`config.mk`:
```
export PLATFORM = sky130hd
export DESIGN_NAME = ahb_fpga_ram_if
export DESIGN_NICKNAME = d
export VERILOG_FILES = /design/src/rtl/ahb_ram_pkg.sv /design/src/rtl/ahb_ram_wbuf.sv /design/src/rtl/ahb_fpga_ram_if.sv
export SDC_FILE = /design/constraint.sdc
export NUM_CORES = 1
export LEC_CHECK = 0
export CORE_AREA = 2 2 106 108
export CTS_CLUSTER_DIAMETER = 200
export DETAILED_ROUTE_END_ITERATION = 6
export DIE_AREA = 0 0 108 110
export PLACE_DENSITY = 0.75
export SYNTH_ARGS = -nofsm -noshare
export SYNTH_HDL_FRONTEND = slang
export SYNTH_SLANG_ARGS = --single-unit
```
`constraint.sdc`:
```
create_clock -name HCLK -period 2.4 [get_ports HCLK]
set_input_delay 0.48 -clock HCLK [delete_from_list [all_inputs] [get_ports HCLK]]
set_output_delay 0.48 -clock HCLK [all_outputs]
set_load 0.1 [all_outputs]
```
`src/rtl/ahb_ram_pkg.sv`:
```
// Shared AHB-Lite encodings and the byte-lane decode for the FPGA block-RAM interface.
package ahb_ram_pkg;

  typedef enum logic [1:0] {
    HTRANS_IDLE   = 2'b00,
    HTRANS_BUSY   = 2'b01,
    HTRANS_NONSEQ = 2'b10,
    HTRANS_SEQ    = 2'b11
  } htrans_e;

  typedef enum logic [1:0] {
    ST_OKAY,
    ST_ERR1,
    ST_ERR2
  } resp_state_e;

  localparam logic [2:0] HSIZE_BYTE = 3'd0;
  localparam logic [2:0] HSIZE_HALF = 3'd1;
  localparam logic [2:0] HSIZE_WORD = 3'd2;

  localparam logic RESP_OKAY  = 1'b0;
  localparam logic RESP_ERROR = 1'b1;

  function automatic logic [3:0] lane_decode(input logic [2:0] size, input logic [1:0] addr_lo);
    logic [3:0] lanes;
    case (size)
      HSIZE_BYTE: lanes = 4'b0001 << addr_lo;
      HSIZE_HALF: lanes = addr_lo[1] ? 4'b1100 : 4'b0011;
      default:    lanes = 4'b1111;
    endcase
    return lanes;
  endfunction

endpackage

```
`src/rtl/ahb_ram_wbuf.sv`:
```
// One-entry posted-write buffer with the read-data byte-merge for read-after-write hazards.
module ahb_ram_wbuf
  import ahb_ram_pkg::*;
#(
  parameter int AW = 16
) (
  input  logic          clk,
  input  logic          rst_n,
  input  logic          load,
  input  logic          flush,
  input  logic [AW-3:0] ld_addr,
  input  logic [3:0]    ld_lanes,
  input  logic [31:0]   ld_data,
  input  logic          rd_phase,
  input  logic [AW-3:0] rd_addr,
  input  logic [31:0]   ram_rdata,
  output logic          buf_valid,
  output logic [AW-3:0] buf_addr,
  output logic [3:0]    buf_lanes,
  output logic [31:0]   buf_data,
  output logic [31:0]   rdata
);

  always_ff @(posedge clk or negedge rst_n) begin
    if (!rst_n) begin
      buf_valid <= 1'b0;
      buf_addr  <= '0;
      buf_lanes <= '0;
      buf_data  <= '0;
    end else if (load) begin
      buf_valid <= 1'b1;
      buf_addr  <= ld_addr;
      buf_lanes <= ld_lanes;
      buf_data  <= ld_data;
    end else if (flush) begin
      buf_valid <= 1'b0;
    end
  end

  // Merge uses the registered buffer, so a flush in this same cycle still supplies its bytes.
  logic hit;
  assign hit = rd_phase & buf_valid & (buf_addr == rd_addr);

  always_comb begin
    rdata = ram_rdata;
    for (int i = 0; i < 4; i++) begin
      if (hit && buf_lanes[i]) rdata[8*i +: 8] = buf_data[8*i +: 8];
    end
  end

endmodule

```
`src/rtl/ahb_fpga_ram_if.sv`:
```
// Zero-wait-state AHB-Lite slave in front of the FPGA block-RAM wrapper's SRAM-style port.
// Optional address range check with two-cycle ERROR response: define AHB_RAM_RANGE_CHECK_EN.
module ahb_fpga_ram_if
  import ahb_ram_pkg::*;
#(
  parameter int AW         = 16,
  parameter int ADDR_LIMIT = 'h8000
) (
  input  logic          HCLK,
  input  logic          HRESETn,
  input  logic          HSEL,
  input  logic          HREADY,
  input  logic [1:0]    HTRANS,
  input  logic [2:0]    HSIZE,
  input  logic          HWRITE,
  input  logic [AW-1:0] HADDR,
  input  logic [31:0]   HWDATA,
  output logic          HREADYOUT,
  output logic          HRESP,
  output logic [31:0]   HRDATA,
  output logic [AW-3:0] SRAMADDR,
  output logic [31:0]   SRAMWDATA,
  output logic [3:0]    SRAMWEN,
  output logic          SRAMCS,
  input  logic [31:0]   SRAMRDATA
);

`ifdef AHB_RAM_RANGE_CHECK_EN
  localparam bit RANGE_EN = 1'b1;
`else
  localparam bit RANGE_EN = 1'b0;
`endif
  localparam logic [AW:0] LIMIT = (AW+1)'(ADDR_LIMIT);

  logic acc, in_range, rd_go, wr_go;
  logic aph_wr, aph_rd;
  logic [AW-3:0] aph_addr;
  logic [3:0] aph_lanes;
  logic buf_valid;
  logic [AW-3:0] buf_addr;
  logic [3:0] buf_lanes;
  logic [31:0] buf_data;

  assign acc      = HSEL & HREADY & ((HTRANS == HTRANS_NONSEQ) | (HTRANS == HTRANS_SEQ));
  assign in_range = !RANGE_EN || ({1'b0, HADDR} < LIMIT);
  assign rd_go    = acc & ~HWRITE & in_range;
  assign wr_go    = acc & HWRITE & in_range;

  // Address phase -> data phase boundary
  always_ff @(posedge HCLK or negedge HRESETn) begin
    if (!HRESETn) begin
      aph_wr    <= 1'b0;
      aph_rd    <= 1'b0;
      aph_addr  <= '0;
      aph_lanes <= '0;
    end else if (HREADY) begin
      aph_wr    <= wr_go;
      aph_rd    <= rd_go;
      aph_addr  <= acc ? HADDR[AW-1:2] : '0;
      aph_lanes <= acc ? lane_decode(HSIZE, HADDR[1:0]) : '0;
    end
  end

  // One RAM access per cycle: a new read wins, then a posted write, then the live write.
  always_comb begin
    SRAMADDR  = HADDR[AW-1:2];
    SRAMWDATA = HWDATA;
    SRAMWEN   = 4'b0000;
    SRAMCS    = 1'b0;
    if (rd_go) begin
      SRAMCS = 1'b1;
    end else if (buf_valid) begin
      SRAMADDR  = buf_addr;
      SRAMWDATA = buf_data;
      SRAMWEN   = buf_lanes;
      SRAMCS    = 1'b1;
    end else if (aph_wr) begin
      SRAMADDR  = aph_addr;
      SRAMWEN   = aph_lanes;
      SRAMCS    = 1'b1;
    end
  end

  ahb_ram_wbuf #(.AW(AW)) u_wbuf (
    .clk       (HCLK),
    .rst_n     (HRESETn),
    .load      (aph_wr & rd_go),
    .flush     (buf_valid & ~rd_go),
    .ld_addr   (aph_addr),
    .ld_lanes  (aph_lanes),
    .ld_data   (HWDATA),
    .rd_phase  (aph_rd),
    .rd_addr   (aph_addr),
    .ram_rdata (SRAMRDATA),
    .buf_valid (buf_valid),
    .buf_addr  (buf_addr),
    .buf_lanes (buf_lanes),
    .buf_data  (buf_data),
    .rdata     (HRDATA)
  );

`ifdef AHB_RAM_RANGE_CHECK_EN
  resp_state_e state;
  logic ready_r, resp_r;

  always_ff @(posedge HCLK or negedge HRESETn) begin
    if (!HRESETn) begin
      state   <= ST_OKAY;
      ready_r <= 1'b1;
      resp_r  <= RESP_OKAY;
    end else begin
      case (state)
        ST_ERR1: begin
          state   <= ST_ERR2;
          ready_r <= 1'b1;
          resp_r  <= RESP_ERROR;
        end
        default: begin
          if (acc && !in_range) begin
            state   <= ST_ERR1;
            ready_r <= 1'b0;
            resp_r  <= RESP_ERROR;
          end else begin
            state   <= ST_OKAY;
            ready_r <= 1'b1;
            resp_r  <= RESP_OKAY;
          end
        end
      endcase
    end
  end

  assign HREADYOUT = ready_r;
  assign HRESP     = resp_r;
`else
  assign HREADYOUT = 1'b1;
  assign HRESP     = RESP_OKAY;
`endif

  // A write's address-phase cycle never accepts a read, so the buffer always drains before its data phase.
  a_buf_free_at_write: assert property (@(posedge HCLK) disable iff (!HRESETn) aph_wr |-> !buf_valid);

endmodule

```
==> qor.yml <==
routing:
  vias: 3649
  drc: 0
  drt-total-wl_um: 12500
  postRouteAntennaNets: 0
  drt-initial-drc-count: 144
  wl_per_cell_um: 17.4
  dr.pass1.iters: 5
  routed_via_density: 5.09
critical_path:
  crit_fanout: 8
  critPathArrivalTime_ns: 2.33
  critPathKind: "register to output pin"
  critPathSlowestCell: "dfrtp_1"
  crit_path_start_kind: "register"
  r2r_cells: 3
  cp_cell_sequence: "and2b_2 > a2111o_1 > nor4_4 > buf_6 > nand3_4 > mux2_4 > buf_12"
  path_buf_inv: 2
  cp_top_family: "simple AND/OR/NAND/NOR gates"
  slowest_delay_ns: 0.38
  cp_data_required_time_ns: 1.92
  cp.depth: 7
  cp-end-kind: "output pin"
sta:
  finalMaxSlewViolations: 0
  worst_pin_slew_ns: 0.907
  setup_violations: 32
  hold_viol_final: 0
  finalCritPeriodShare_pct: 117
  holdWs_ns: 0.249
  min_period_ns: 2.81
  fin_setup_tns_ns: -12.31
  fin_ws_ns: -0.408
  max_freq_mhz: 356
  slew_headroom_pct: 39.5
  fin_skew_ns: 0.00859
  grt_setup_unrepaired: "yes"
final_layout:
  final_common_cell: "buf_12"
  postLayoutCoreUtil_pct: 70.5
  most-common-layout-cells: "88 x buf_12, 83 x clkdlybuf4s50_1, 71 x dfrtp_1"
  area_growth_pct: 89.4
  antennaDiodeCount: 0
  layout-drive-gt1-share_pct: 44.2
  multi_input_area_sq_mm: 0.00244
  regArea_sq_mm: 0.00178
  nNetsFinal: 663
  stdcell_count: 717
  nFillCells: 748
cts:
  cts_tree: "built"
  cts.sinks: 71
  clk_path_buf_depth: 2
  htreeDepth: 3
  clk_latency_ns: 0.34
  numCtsBuffers: 9
  cts-root-buf: "clkbuf_8"
  clk_pin_slew_ns: 0.07
die:
  design.die.area_sq_mm: 0.0119
  die_h_um: 110
  core-area_sq_mm: 0.0107
  die_x_um: 108
  io_pins: 175
  start_util_pct: 37.2
  row_count: 38
run:
  max-cap-violations: 0
power:
  totalPowerFinal_uw: 3970
  vdd.ir_drop.worst_uv: 352
  leakage_uw: 0.00349
  power_density_mw_per_mm2: 526
placed_design:
  port_buffers: 171
  dp_hpwl_um: 9170
  dp.cells: 696
  gp_congestion: 0.793
yosys:
  synth_flop_cell: "dfrtp_1"
  synth_edf_count: 0
  netlist_instances: 382
  ys_types: 29
  ys_seq_area_share_pct: 44.6
  syn_nets: 472
  yosysWarnings: 0
  ys_seq_elements: 71
  synthArstFlopShare_pct: 100
  avgSynthCellArea_sq_um: 10.4
  yosys.area.top_type: "dfrtp_1"
  ys_top_cells_by_area: "dfrtp_1 45%, mux2_2 27%, o21ai_0 5.0%"
  synth_top_area_share_pct: 44.6
  syn_area_sq_mm: 0.00398
global_routing:
  overflow: 0
  grt_max_degree: 72
  grt_pass1_vias: 3902
  grt_util_all_layers_pct: 21.1
  grt_pass1_wl_um: 19500
  antenna_found_initial: 0
run_status:
  violations: "setup timing"
  status: "finished, violations left"
min_path:
  holdCritPathClass: "primary input to async pin"
Yosys cell counts, types with 2 or more instances:
master and n:
mux2_2 96, dfrtp_1 71, nand2_1 40, o21ai_0 40, o22ai_1 28, inv_1 22
a21oi_1 14, clkbuf_1 13, nor2_1 10, xnor2_1 7, buf_2 5, a22oi_1 4
buf_1 4, nand3_2 4, xor2_1 4, nand2b_1 3, a21boi_0 2, buf_4 2
conb_1 2, nand3_1 2
flip-flops by register name (all words and copies together) (netlist names):
| register | flops |
|---|---|
| u_wbuf.buf_lanes | 4 |
| u_wbuf.buf_addr | 14 |
| u_wbuf.buf_valid | 1 |
| aph_rd | 1 |
| u_wbuf.buf_data | 32 |
| aph_addr | 14 |
| aph_lanes | 4 |
| aph_wr | 1 |
where the power goes:
part,total (uW),internal [uW],leakage [uW],switching (uW)
clock network,831,399,0.0000805,433
registers,1430,1330,0.000954,106
logic,1700,714,0.00246,987
logic make-up after synthesis:
group	Yosys count	share of synthesized area [%]
simple gates	66	8.11
buf+inv	46	4.68
other cells	2	0.189
xor+xnor	11	2.42
flops	71	44.6
compound gates	90	12.8
mux	96	27.2
layout make-up:
type                    instances  share of cell area (%)
repair buffers                204                    38.6
well taps                     140                    2.32
inverters                      22                    1.09
clock inverters                 1                  0.0664
clock buffers                  14                    2.02
multi-input cells             265                    32.4
flip-flops and latches         71                    23.6
layer usage:
metal / part of all wire [%] / track usage, %
met1: 39 / 24.8
met4: 1.5 / 7.88
met5: 0 / 0
met2: 53 / 37.9
met3: 6.6 / 4.29
worst register-to-register path, stage by stage (launching register included):
cell	delay, ns
dfrtp_1	0.41
nand2_2	0.14
buf_12	0.21
mux2_2	0.37
stage by stage:
stage | setup WS (ns) | area, sq um
6_report | -0.408 | 7540
2_1_floorplan | -0.228 | 4350
4_1_cts | -0.438 | 7520
3_5_place_dp | -0.228 | 7200
5_1_grt | -0.491 | 7540
3_3_place_gp | -0.195 | 7200
final timing paths:
| kind | start | to | slack, ns |
|---|---|---|---|
| max in group asynchronous | HRESETn | u_wbuf.buf_addr[7] | 1.54 |
| worst max register to register | aph_wr | u_wbuf.buf_data[13] | 1.14 |
| worst min register to register | aph_rd | aph_rd | 0.53 |
| worst min-delay path | HRESETn | aph_addr[13] | 0.25 |
| min in group HCLK | aph_rd | aph_rd | 0.53 |
| worst max-delay path | aph_addr[5] | HRDATA[16] | -0.41 |
repair_timing:
item	4_1_cts	5_1_grt
setup buffers	4	0
gates cloned	2	0
hold buffers	0	0
pin swaps	6	2
gates resized for setup	20	8
setup endpoints to repair	78	44
Note: power is estimated with default switching activity, not from simulation.
